===== config.mk =====
export PLATFORM = sky130hd
export DESIGN_NAME = emu_transactor_gen
export DESIGN_NICKNAME = d
export VERILOG_FILES = /design/src/rtl/emu_transactor_gen.sv
export SDC_FILE = /design/constraint.sdc
export NUM_CORES = 1
export LEC_CHECK = 0
export ABC_CLOCK_PERIOD_IN_PS = 4750
export CAP_MARGIN = 20
export CORE_MARGIN = 3
export CORE_UTILIZATION = 58
export DETAILED_ROUTE_END_ITERATION = 8
export DONT_BUFFER_PORTS = 1
export HOLD_SLACK_MARGIN = 0.05
export MAX_ROUTING_LAYER = met4
export PLACE_DENSITY = 0.72
export SYNTH_ARGS = -nofsm -noshare
export SYNTH_HDL_FRONTEND = slang
export SYNTH_SLANG_ARGS = --single-unit

===== constraint.sdc =====
create_clock -name ap_clk -period 4.75 [get_ports ap_clk]
set_input_delay 0.475 -clock ap_clk [delete_from_list [all_inputs] [get_ports ap_clk]]
set_output_delay 0.475 -clock ap_clk [all_outputs]
set_load 0.005 [all_outputs]

===== src/rtl/emu_transactor_gen.sv =====
// Co-emulation transactor between the emulator byte bus and a DUT.
// The emulator writes stimulus bytes into a shadow bank and loads the whole bank onto the
// DUT inputs in one cycle. It can capture all DUT output bytes at once and read them back
// one byte at a time. A step engine pulses the DUT clock enable for N back-to-back cycles.
// When AUTO_GET is set, the engine captures the DUT outputs once they have settled.
module emu_transactor_gen #(
  parameter int NUM_STIM = 1,
  parameter int NUM_OUT  = 3,
  parameter int ADDR_W   = 3,
  parameter int AUTO_GET = 1
) (
  input  logic                  ap_clk,
  input  logic                  ap_rst,
  input  logic [7:0]            Din_emu,
  input  logic [ADDR_W-1:0]     Addr_emu,
  input  logic                  wr_emu,
  input  logic                  load_emu,
  input  logic                  get_emu,
  input  logic                  step_emu,
  output logic [7:0]            Dout_emu,
  output logic [NUM_STIM*8-1:0] stim_o,
  input  logic [NUM_OUT*8-1:0]  dut_i,
  output logic                  dut_ce,
  output logic                  busy,
  output logic                  done
);

  typedef enum logic [1:0] {ST_IDLE, ST_RUN, ST_DONE} state_t;

  state_t     state;
  logic [7:0] cnt;
  logic       cap_pend;
  logic [7:0] stim_in  [NUM_STIM];
  logic [7:0] vect_out [NUM_OUT];
  logic [7:0] rd_data;

  // Read-back mux: an address beyond the capture bank reads as zero
  always_comb begin
    rd_data = 8'h00;
    for (int k = 0; k < NUM_OUT; k++) begin
      if (Addr_emu == ADDR_W'(k)) rd_data = vect_out[k];
    end
  end

  // Registered read-back; runs every cycle, including while a step is in progress
  always_ff @(posedge ap_clk) begin
    if (ap_rst) Dout_emu <= 8'h00;
    else        Dout_emu <= rd_data;
  end

  // Command decoder and step FSM. Commands are accepted only in IDLE or DONE.
  // In those states the priority is load, get, step, write.
  // cap_pend marks a DONE state that follows a real run. The auto-capture then samples
  // the DUT after its last enabled edge. A zero-length step does not capture.
  always_ff @(posedge ap_clk) begin
    if (ap_rst) begin
      state    <= ST_IDLE;
      cnt      <= 8'h00;
      cap_pend <= 1'b0;
      dut_ce   <= 1'b0;
      busy     <= 1'b0;
      done     <= 1'b0;
      stim_o   <= '0;
      for (int k = 0; k < NUM_STIM; k++) stim_in[k] <= 8'h00;
      for (int k = 0; k < NUM_OUT; k++) vect_out[k] <= 8'h00;
    end else begin
      case (state)
        ST_RUN: begin
          if (cnt == 8'd1) begin
            state    <= ST_DONE;
            cnt      <= 8'h00;
            cap_pend <= 1'b1;
            dut_ce   <= 1'b0;
            busy     <= 1'b0;
            done     <= 1'b1;
          end else begin
            cnt <= cnt - 8'd1;
          end
        end
        default: begin
          state    <= ST_IDLE;
          cap_pend <= 1'b0;
          dut_ce   <= 1'b0;
          busy     <= 1'b0;
          done     <= 1'b0;
          if ((AUTO_GET != 0) && (state == ST_DONE) && cap_pend) begin
            for (int k = 0; k < NUM_OUT; k++) vect_out[k] <= dut_i[8*k +: 8];
          end
          if (load_emu) begin
            for (int k = 0; k < NUM_STIM; k++) stim_o[8*k +: 8] <= stim_in[k];
          end else if (get_emu) begin
            for (int k = 0; k < NUM_OUT; k++) vect_out[k] <= dut_i[8*k +: 8];
          end else if (step_emu) begin
            if (Din_emu != 8'h00) begin
              state  <= ST_RUN;
              cnt    <= Din_emu;
              dut_ce <= 1'b1;
              busy   <= 1'b1;
            end else begin
              state <= ST_DONE;
              done  <= 1'b1;
            end
          end else if (wr_emu) begin
            for (int k = 0; k < NUM_STIM; k++) begin
              if (Addr_emu == ADDR_W'(k)) stim_in[k] <= Din_emu;
            end
          end
        end
      endcase
    end
  end

endmodule


==> results.tsv, run 1 <==
stage	metric	value	unit
outcome	outcome	complete, no violations	
logic_synthesis	ys_types	40	
clock_tree	cts_inserted_buffers	9	
logic_synthesis	synth_top_cell_area_share	37.16	%
global_routing	grt_pass1_vias	1761	
sta	setup_ws	2.573	ns
worst_setup_path	required	5.01	ns
logic_synthesis	synth_flop_cell	edfxtp_1	
clock_tree	path_clk_slew	0.07	ns
clock_tree	cts_tree	done	
clock_tree	hold_buffers	0	
global_routing	grt-ovfl-total	0	
worst_setup_path	worst-r2r-setup-slack	2.57	ns
logic_synthesis	ys_seq_elements	59	
drt	routedWlPerCell	18.76	um
global_routing	grt_pass1_wl	8.728	mm
logic_synthesis	synth_cells	235	
min_path	hold_depth	1	
placed_design	portBuffers	0	
power_and_ir_drop	ir_worst_vdd	0.2437	mV
global_routing	grt_max_degree	25	
logic_synthesis	yosysSeqAreaShare	58.06	%
sta	fin_crit	2.177	ns
sta	fmax	0.4593	GHz
logic_synthesis	synthesis.nets	278	
die	coreArea	0.004144	mm^2
clock_tree	clkLatencyLatePin	0.33	ns
cells_and_area	fillers	324	
min_path	hold_path.class	in -> reg	
worst_setup_path	critPathKind	reg -> reg	
logic_synthesis	avgSynthCellArea	11.01	um^2
worst_setup_path	end_kind	flop	
placed_design	post-place-ws	2.530	ns
logic_synthesis	ys_top_cells_by_area	edfxtp_1, dfxtp_1, and2_1	
worst_setup_path	arrival	2.43	ns
drt	drt-pass1-iter-count	4	
sta	rsz0062_at_grt	no	
drt	vias	1793	
die	start_util	62.41	%
worst_setup_path	worstSetupStartpointType	flop	
cells_and_area	seq_area	0.001501	mm^2
worst_setup_path	reg2reg_depth	4	
min_path	whs_endpoint	cnt[1]	
global_routing	track_usage	22.64	%
cells_and_area	nNetsFinal	279	
worst_setup_path	cp_slowest_cell	nor2b_1	
die	rows	23	
global_routing	antenna_found_initial	0	
sta	tightestPinTransition	0.8664	ns
clock_tree	cts.sinks	59	
sta	clock_skew	0.006223	ns
drt	wl	5.460	mm
sta	final_min_period_over_clock_period	45.84	%
logic_synthesis	synth-async-reset-ratio	0	%
logic_synthesis	yosysWarnings	0	
worst_setup_path	cpLargestDelayFamily	simple AND/OR/NAND/NOR gates	
worst_setup_path	r2r-end	cnt[2]	
worst_setup_path	crit_buf_inv	0	
die	pin_count	60	
worst_setup_path	rr_startpoint	state[0]	
cells_and_area	multi_input_comb_area	0.001010	mm^2
worst_setup_path	path_max_fanout	11	
sta	final-max-slew-violation-count	0	
worst_setup_path	cpPeakStageDelay	0.73	ns
power_and_ir_drop	power_density	395.9	mW/mm^2
cells_and_area	drive_gt1_share	9.544	%
clock_tree	postCtsSetupBuffers	0	
power_and_ir_drop	p_leak	1.017	nW
sta	setup_tns	0	ns
die	dieWidth	72.78	um
logic_synthesis	synth_commonest_cells	and2_1, edfxtp_1, dfxtp_1, a21oi_1, nand3_1	
clock_tree	clockRootBuffer	clkbuf_8	
worst_setup_path	worstPathCellList	nor2b_1, o21ai_1, or3b_1, a31oi_1	
sta	slew_headroom	42.12	%
drt	route.detailed.drc	0	
drt	via_per_inst	6.162	
placed_design	hpwl	3.928	mm
die	die_area	0.005296	mm^2
logic_synthesis	synth_edf_count	32	
drt	drtAntennaViolNets	0	
sta	setup_viol	0	
clock_tree	cts_resized	0	
die	chipHeight	72.78	um
clock_tree	cts_buffer_depth	2	
logic_synthesis	yosys.area.top_type	edfxtp_1	
placed_design	place_congestion	0.9632	
job	drv_cap	0	
cells_and_area	n_antenna_cell	0	
clock_tree	cts_max_level	3	
drt	drtIter0Drc	142	
logic_synthesis	yosysMostFrequentCell	and2_1	
min_path	min_from	ap_rst	
logic_synthesis	netlist_area	0.002586	mm^2
cells_and_area	area_growth	8.708	%
sta	finalHoldViolCount	0	
[registers in the layout (all words and copies together) (netlist names)]
signal	cells
stim_o	8
stim_in	8
done	1
cap_pend	1
Dout_emu	8
state	1
cnt	8
vect_out	24
[worst max path at each step]
stage	slack (ns)	endpoint	from	cells after the start
CTS	2.61	cnt[2]	state[0]	4
detailed placement	2.53	stim_in[0][1]	Addr_emu[0]	3
floorplan	2.62	stim_in[0][0]	Addr_emu[0]	4
global route	2.41	cnt[2]	state[0]	4
finish	2.57	cnt[2]	state[0]	4
global placement	2.58	stim_in[0][1]	Addr_emu[0]	3
[layer usage]
| metal | part of all wire, % | routed length [um] | up-vias | global-route usage [%] |
|---|---|---|---|---|
| li1 | - | - | 852 | - |
| met1 | 43 | 2356 | 832 | 29.82 |
| met2 | 45 | 2464 | 97 | 32.26 |
| met3 | 9.7 | 532 | 12 | 6.336 |
| met4 | 2.0 | 107 | 0 | 10.86 |
| met5 | 0 | 0 | - | - |
[power breakdown]
group	leakage [nW]	switching, mW	total (mW)	internal (mW)
logic	0.365	0.0529	0.0950	0.0421
registers	0.558	0.0186	0.589	0.571
clock network	0.0935	0.191	0.429	0.238
[worst reg2reg max path: stages, from the launching register on]
cell	delay (ns)
dfxtp_1	0.45
nor2b_1	0.73
o21ai_1	0.29
or3b_1	0.45
a31oi_1	0.18
[metrics by stage]
stage	std cells	util [%]	instance area [um^2]	total power [mW]	hold slack (ns)
after CTS	290	67.18	2784	1.112	0.1973
after global routing	291	67.84	2811	1.154	0.1943
final	291	67.84	2811	1.113	0.2074
after detailed placement	274	62.74	2600	0.6901	0.4619
after global placement	274	62.74	2600	0.6836	0.4459
after floorplan	235	-	2586	0.6733	0.4327
[cell families (layout without fill, tap and decap cells)]
kind of cell	Yosys count	after routing	synth area share, %
flops	59	59	58.06
mux	1	1	0.3870
simple gates	101	101	23.61
buf+inv	17	23	2.903
compound gates	54	54	13.74
xor+xnor	1	1	0.3387
fa+ha+maj	2	2	0.9674
[layout make-up]
class / instances / area share (%)
clock inverter: 6 / 2.003
multi-input combinational: 159 / 35.91
clock buffer: 10 / 4.539
inverter: 5 / 0.6676
sequential: 59 / 53.40
tap: 50 / 2.225
timing repair buffer: 2 / 1.246
[cells in the final DEF (no fill, tap or decap), types with 2 or more instances in the layout]
| master | count |
|---|---|
| dfxtp_1 | 27 |
| o21a_1 | 4 |
| nor3b_1 | 4 |
| o22a_1 | 3 |
| edfxtp_1 | 32 |
| or3_1 | 2 |
| nor2b_1 | 3 |
| o21ai_0 | 2 |
| or4_4 | 3 |
| o21ai_1 | 6 |
| a211oi_1 | 3 |
| nor3_1 | 3 |
| nand2b_1 | 10 |
| and2_1 | 33 |
| inv_1 | 5 |
| ha_1 | 2 |
| o221ai_1 | 6 |
| a21oi_1 | 19 |
| a221oi_1 | 2 |
| clkbuf_8 | 9 |
| nand2_1 | 11 |
| clkinv_2 | 3 |
| nand3_1 | 15 |
| or3b_1 | 2 |
| nor2_1 | 9 |
| a31oi_1 | 5 |
Power figures use the tool's default switching activity.
==> run 2: changes to the inputs <==
--- a/config.mk
+++ b/config.mk
@@ -5,10 +5,10 @@
 export SDC_FILE = /design/constraint.sdc
 export NUM_CORES = 1
 export LEC_CHECK = 0
-export ABC_CLOCK_PERIOD_IN_PS = 4750
+export ABC_CLOCK_PERIOD_IN_PS = 1900
 export CAP_MARGIN = 20
 export CORE_MARGIN = 3
-export CORE_UTILIZATION = 58
+export CORE_UTILIZATION = 56
 export DETAILED_ROUTE_END_ITERATION = 8
 export DONT_BUFFER_PORTS = 1
 export HOLD_SLACK_MARGIN = 0.05
==> constraint.sdc (replaced) <==
create_clock -name ap_clk -period 1.9 [get_ports ap_clk]
set_input_delay 0.19 -clock ap_clk [delete_from_list [all_inputs] [get_ports ap_clk]]
set_output_delay 0.19 -clock ap_clk [all_outputs]
set_load 0.005 [all_outputs]
==> run 2 against run 1 <==
  * Worst setup slack lost 2.5 ns
  * Utilization decreased by 1.5 points
  * Count of clock-buffer cells in the layout is 3 higher
  * Largest power group unchanged
  * Maximum frequency grew 22%
  * Global-route usage fell by 0.92 points
  * Non-clock buffer count is 14 higher
==> results.tsv, run 2 (same netlist as run 1, synthesis figures left out) <==
stage	metric	value	unit
drt	route.detailed.drc	0	
die	pin_count	60	
sta	clock_skew	0.005951	ns
worst_setup_path	worstSetupStartpoint	cnt[0]	
worst_setup_path	crit_buf_inv	0	
clock_tree	path_clk_slew	0.06	ns
clock_tree	cts_tree	done	
power_and_ir_drop	power_density	952.9	mW/mm^2
worst_setup_path	r2r-end	cnt[5]	
drt	vias	1851	
drt	drt-pass1-iter-count	4	
sta	finalHoldViolCount	0	
clock_tree	cts_max_level	3	
sta	slew_headroom	49.54	%
worst_setup_path	crit_cells	5	
cells_and_area	largest_reg_flops	24	
worst_setup_path	rr_startpoint	cnt[0]	
die	chipHeight	73.96	um
global_routing	grt-ovfl-total	0	
global_routing	track_usage	21.72	%
outcome	outcome	complete, no violations	
placed_design	place_congestion	0.8982	
worst_setup_path	path_max_fanout	4	
worst_setup_path	cpLargestDelayFamily	compound AO/OA/AOI/OAI gates	
cells_and_area	post-route-util	66.38	%
worst_setup_path	critPathKind	reg -> reg	
global_routing	grt_max_degree	25	
cells_and_area	largest-register	vect_out	
cells_and_area	area_growth	13.30	%
sta	final-max-slew-violation-count	0	
cells_and_area	drive_gt1_share	9.804	%
clock_tree	clockRootBuffer	clkbuf_8	
drt	wl	5.633	mm
worst_setup_path	end_kind	flop	
power_and_ir_drop	power	2.792	mW
cells_and_area	fillers	357	
global_routing	grt_pass1_wl	8.452	mm
sta	setup_tns	0	ns
placed_design	hpwl	3.818	mm
drt	drtAntennaViolNets	0	
worst_setup_path	reg2reg_depth	5	
sta	rsz0062_at_grt	no	
worst_setup_path	cpPeakStageDelay	0.49	ns
sta	fmax	0.5607	GHz
placed_design	portBuffers	0	
sta	setup_viol	0	
job	drv_cap	0	
cells_and_area	final_cell_mix	and2_1, edfxtp_1, dfxtp_1, a21oi_1, nand3_1	
global_routing	antenna_found_initial	1	
cells_and_area	final_common_cell	and2_1	
worst_setup_path	worst-r2r-setup-slack	0.12	ns
worst_setup_path	arrival	2.00	ns
drt	via_per_inst	6.010	
clock_tree	cts_buffer_depth	2	
sta	final_min_period_over_clock_period	93.86	%
worst_setup_path	crit_end	cnt[5]	
clock_tree	cts.sinks	59	
drt	routedWlPerCell	18.29	um
drt	drtIter0Drc	166	
worst_setup_path	required	2.12	ns
die	start_util	58.59	%
die	coreArea	0.004414	mm^2
clock_tree	cts_inserted_buffers	9	
min_path	hold_path.class	in -> reg	
power_and_ir_drop	p_leak	1.067	nW
global_routing	grt_pass1_vias	1753	
worst_setup_path	cp_slowest_cell	or3b_2	
power_and_ir_drop	ir_worst_vdd	0.5754	mV
die	dieWidth	73.96	um
die	rows	24	
clock_tree	clkLatencyLatePin	0.32	ns
cells_and_area	nNetsFinal	293	
worst_setup_path	worstSetupStartpointType	flop	
sta	fin_crit	1.783	ns
sta	tightestPinTransition	0.7569	ns
die	die_area	0.005469	mm^2
worst_setup_path	worstPathCellList	ha_1, or3b_2, o21ai_1, a21oi_1, o22a_1	
[run 2: changes by cell type in the layout (fill, tap and decap cells not counted), moves of 2 or more]
cell / before / now
clkinv_2: 3 / 1
buf_4: 1 / 5
dlygate4sd3_1: 0 / 11
clkbuf_1: 1 / 4
[run 2: area by class of cell]
class / count / area, um^2 / area share (%)
clock inverter: 3 / 38.79 / 1.324
sequential: 59 / 1501 / 51.24
clock buffer: 13 / 138.9 / 4.740
inverter: 5 / 18.77 / 0.6405
tap: 52 / 65.06 / 2.220
multi-input combinational: 159 / 1017 / 34.71
timing repair buffer: 16 / 147.6 / 5.038
antenna: 1 / 2.502 / 0.08540
[run 2: worst reg2reg max path, stage by stage, from the launching register on]
cell	delay, ns
dfxtp_1	0.38
ha_1	0.19
or3b_2	0.49
o21ai_1	0.31
a21oi_1	0.10
o22a_1	0.21
[run 2: layer usage]
metal / track usage [%] / wire, um / vias to the layer above
met5: - / 0 / -
met4: 8.451 / 70 / 0
met3: 8.243 / 565 / 7
met2: 30.51 / 2567 / 89
met1: 28.43 / 2430 / 871
li1: - / - / 884
[run 2: per-stage QoR]
stage	setup slack [ns]	area (um^2)	hold slack, ns	instances
6_report	0.1166	2930	0.05955	308
4_1_cts	0.1257	2914	0.05005	306
2_1_floorplan	0.05338	2586	0.3500	235
3_3_place_gp	0.04285	2633	0.2640	280
3_5_place_dp	-0.06866	2633	0.2662	280
5_1_grt	0.02213	2930	0.05263	308
[run 2: repair_timing]
action / 4_1_cts / 5_1_grt
buffers inserted: 0 / 0
endpoints found under the hold margin: 26 / 1
endpoints found under the setup margin: 24 / 1
hold buffers: 10 / 1
resized for setup: 1 / 1
[run 2: how the worst min path moves through the flow]
stage / to / cells past startpoint / from / slack [ns]
final: Dout_emu[6] / 2 / Addr_emu[1] / 0.06
after global routing: vect_out[0][12] / 1 / dut_i[12] / 0.05
after CTS: vect_out[0][8] / 1 / dut_i[8] / 0.05
after detailed placement: cnt[2] / 1 / ap_rst / 0.27
after global placement: cnt[2] / 1 / ap_rst / 0.26
after floorplan: cnt[4] / 2 / Din_emu[4] / 0.35
[run 2: report_power, final]
part	internal (mW)	switching [mW]
Combinational	0.118	0.148
Sequential	1.43	0.0437
Clock	0.602	0.454
==> run 3: changes to the inputs <==
--- a/config.mk
+++ b/config.mk
@@ -7,6 +7,7 @@
 export LEC_CHECK = 0
 export ABC_CLOCK_PERIOD_IN_PS = 1900
 export CAP_MARGIN = 20
+export CORE_ASPECT_RATIO = 1.4
 export CORE_MARGIN = 3
 export CORE_UTILIZATION = 56
 export DETAILED_ROUTE_END_ITERATION = 8
==> constraint.sdc (replaced) <==
create_clock -name ap_clk -period 1.9 [get_ports ap_clk]
set_input_delay 0.285 -clock ap_clk [delete_from_list [all_inputs] [get_ports ap_clk]]
set_output_delay 0.285 -clock ap_clk [all_outputs]
set_load 0.005 [all_outputs]
==> run 3 against run 2 <==
  * Worst hold slack improved by 0.040 ns
  * Highest routed layer unchanged
  * Combinational power down 6%
  * Critical path depth is 1 higher
  * Die area is 0.22% higher
  * Clock skew is 0.0012 ns higher
  * Cell count is the same
  * Count of clock-buffer cells in the layout down 3
  * Total power is 2.5% lower
  * Clock power is 6% lower
==> results.tsv, run 3 (same netlist as run 1, synthesis figures left out) <==
stage	metric	value	unit
drt	via_per_inst	5.779	
sta	tightestPinTransition	0.6036	ns
cells_and_area	n_antenna_cell	0	
clock_tree	clockRootBuffer	clkbuf_8	
drt	route.detailed.drc	0	
worst_setup_path	worstSetupStartpointType	flop	
sta	final_min_period_over_clock_period	92.85	%
cells_and_area	final_common_cell	and2_1	
placed_design	post-place-ws	0.04372	ns
global_routing	grt-ovfl-total	0	
outcome	outcome	complete, no violations	
sta	setup_viol	0	
cells_and_area	drive_gt1_share	12.90	%
sta	fin_crit	1.764	ns
cells_and_area	largest_reg_flops	24	
drt	routedWlPerCell	17.01	um
clock_tree	cts.sinks	59	
power_and_ir_drop	p_seq_share	53.9	%
cells_and_area	area_growth	10.64	%
worst_setup_path	cpLargestDelayFamily	simple AND/OR/NAND/NOR gates	
sta	final-max-slew-violation-count	0	
worst_setup_path	required	2.13	ns
cells_and_area	nNetsFinal	286	
clock_tree	postCtsSetupBuffers	0	
sta	setup_ws	0.1358	ns
clock_tree	cts_buffer_depth	2	
drt	drtAntennaViolNets	0	
power_and_ir_drop	p_int	2.043	mW
clock_tree	clkLatencyLatePin	0.34	ns
power_and_ir_drop	ir_worst_vdd	0.6066	mV
power_and_ir_drop	clock_power_share	36.9	%
worst_setup_path	path_max_fanout	3	
worst_setup_path	cpPeakStageDelay	0.49	ns
placed_design	hpwl	3.876	mm
clock_tree	cts_max_level	3	
drt	drtIter0Drc	122	
sta	clock_skew	0.007172	ns
worst_setup_path	critPathKind	reg -> reg	
worst_setup_path	crit_buf_inv	1	
worst_setup_path	worst-r2r-setup-slack	0.14	ns
power_and_ir_drop	power_density	951.0	mW/mm^2
global_routing	grt_pass1_wl	8.707	mm
job	drv_cap	0	
die	die_area	0.005481	mm^2
global_routing	grt_pass1_vias	1799	
worst_setup_path	end_kind	flop	
die	pin_count	60	
global_routing	antenna_found_initial	0	
power_and_ir_drop	pwr-share-comb	9.2	%
sta	rsz0062_at_grt	no	
clock_tree	cts_tree	done	
power_and_ir_drop	switching_share	24.94	%
cells_and_area	largest-register	vect_out	
die	coreArea	0.004344	mm^2
clock_tree	cts_inserted_buffers	9	
die	start_util	59.53	%
worst_setup_path	arrival	1.99	ns
clock_tree	path_clk_slew	0.07	ns
worst_setup_path	r2r-end	cnt[7]	
die	rows	28	
die	dieWidth	63.44	um
sta	finalHoldViolCount	0	
cells_and_area	final_cell_mix	and2_1, edfxtp_1, dfxtp_1, a21oi_1, nand3_1	
min_path	min_from	load_emu	
sta	fmax	0.5668	GHz
cells_and_area	fin_cells	308	
drt	wl	5.238	mm
sta	setup_tns	0	ns
worst_setup_path	rr_startpoint	cnt[1]	
global_routing	grt_max_degree	25	
drt	vias	1780	
placed_design	dp_cells	289	
min_path	hold_path.class	in -> reg	
worst_setup_path	cp_slowest_cell	or3b_2	
worst_setup_path	crit_cells	6	
power_and_ir_drop	p_sw	0.6786	mW
global_routing	track_usage	22.25	%
die	chipHeight	86.41	um
min_path	hold_depth	2	
placed_design	portBuffers	0	
worst_setup_path	worstPathCellList	inv_1, ha_1, or3b_2, o21ai_1, nor2_1, o22a_1	
min_path	whs_endpoint	stim_o[3]	
placed_design	place_congestion	0.8291	
sta	slew_headroom	59.63	%
drt	drt-pass1-iter-count	4	
power_and_ir_drop	p_leak	1.047	nW
worst_setup_path	reg2reg_depth	6	
-- run 3: how the worst max path moves through the flow --
stage	startpoint	endpoint	slack, ns
after global routing	cnt[1]	cnt[7]	0.04
final	cnt[1]	cnt[7]	0.14
after CTS	done	vect_out[0][7]	0.05
after detailed placement	step_emu	stim_in[0][2]	0.04
after floorplan	Addr_emu[0]	stim_in[0][0]	0.13
after global placement	step_emu	stim_in[0][2]	0.07
-- run 3: through the flow --
step | util (%) | area [um^2] | hold slack [ns] | total power [mW]
finish | 65.87 | 2861 | 0.09968 | 2.721
floorplan | - | 2590 | 0.4327 | 1.684
detailed placement | 61.09 | 2654 | 0.3609 | 1.731
CTS | 65.61 | 2850 | 0.08171 | 2.744
global route | 65.87 | 2861 | 0.09289 | 2.858
global placement | 61.09 | 2654 | 0.3590 | 1.718
-- run 3: what timing repair did --
| item | in CTS | in global routing |
|---|---|---|
| resized for setup | 0 | 1 |
| hold buffers | 2 | 0 |
| setup endpoints to repair | 0 | 1 |
| hold endpoints to repair | 21 | 0 |
-- run 3: power by group through the flow --
| stage | combinational [mW] | sequential [mW] | clock, mW |
|---|---|---|---|
| 2_1_floorplan | 0.201 | 1.48 | 0 |
| 3_3_place_gp | 0.226 | 1.49 | 0 |
| 3_5_place_dp | 0.236 | 1.49 | 0 |
| 4_1_cts | 0.247 | 1.47 | 1.03 |
| 5_1_grt | 0.280 | 1.47 | 1.10 |
| 6_report | 0.251 | 1.47 | 1.00 |
-- run 3: routing by layer --
metal | track usage, % | wire (um) | vias up
met1 | 22.51 | 1938 | 833
met5 | - | 0 | -
met4 | 11.20 | 133 | 0
met3 | 9.339 | 375 | 14
li1 | - | - | 872
met2 | 36.79 | 2790 | 61
-- run 3: final cells by class --
cell class                      count  area (um^2)
Tap cell                           60        75.07
Inverter                            5        18.77
Clock inverter                      6        38.79
Clock buffer                       10        137.6
Fill cell                         374         1483
Timing Repair Buffer                9        72.57
Multi-Input combinational cell    159         1017
Sequential cell                    59         1501
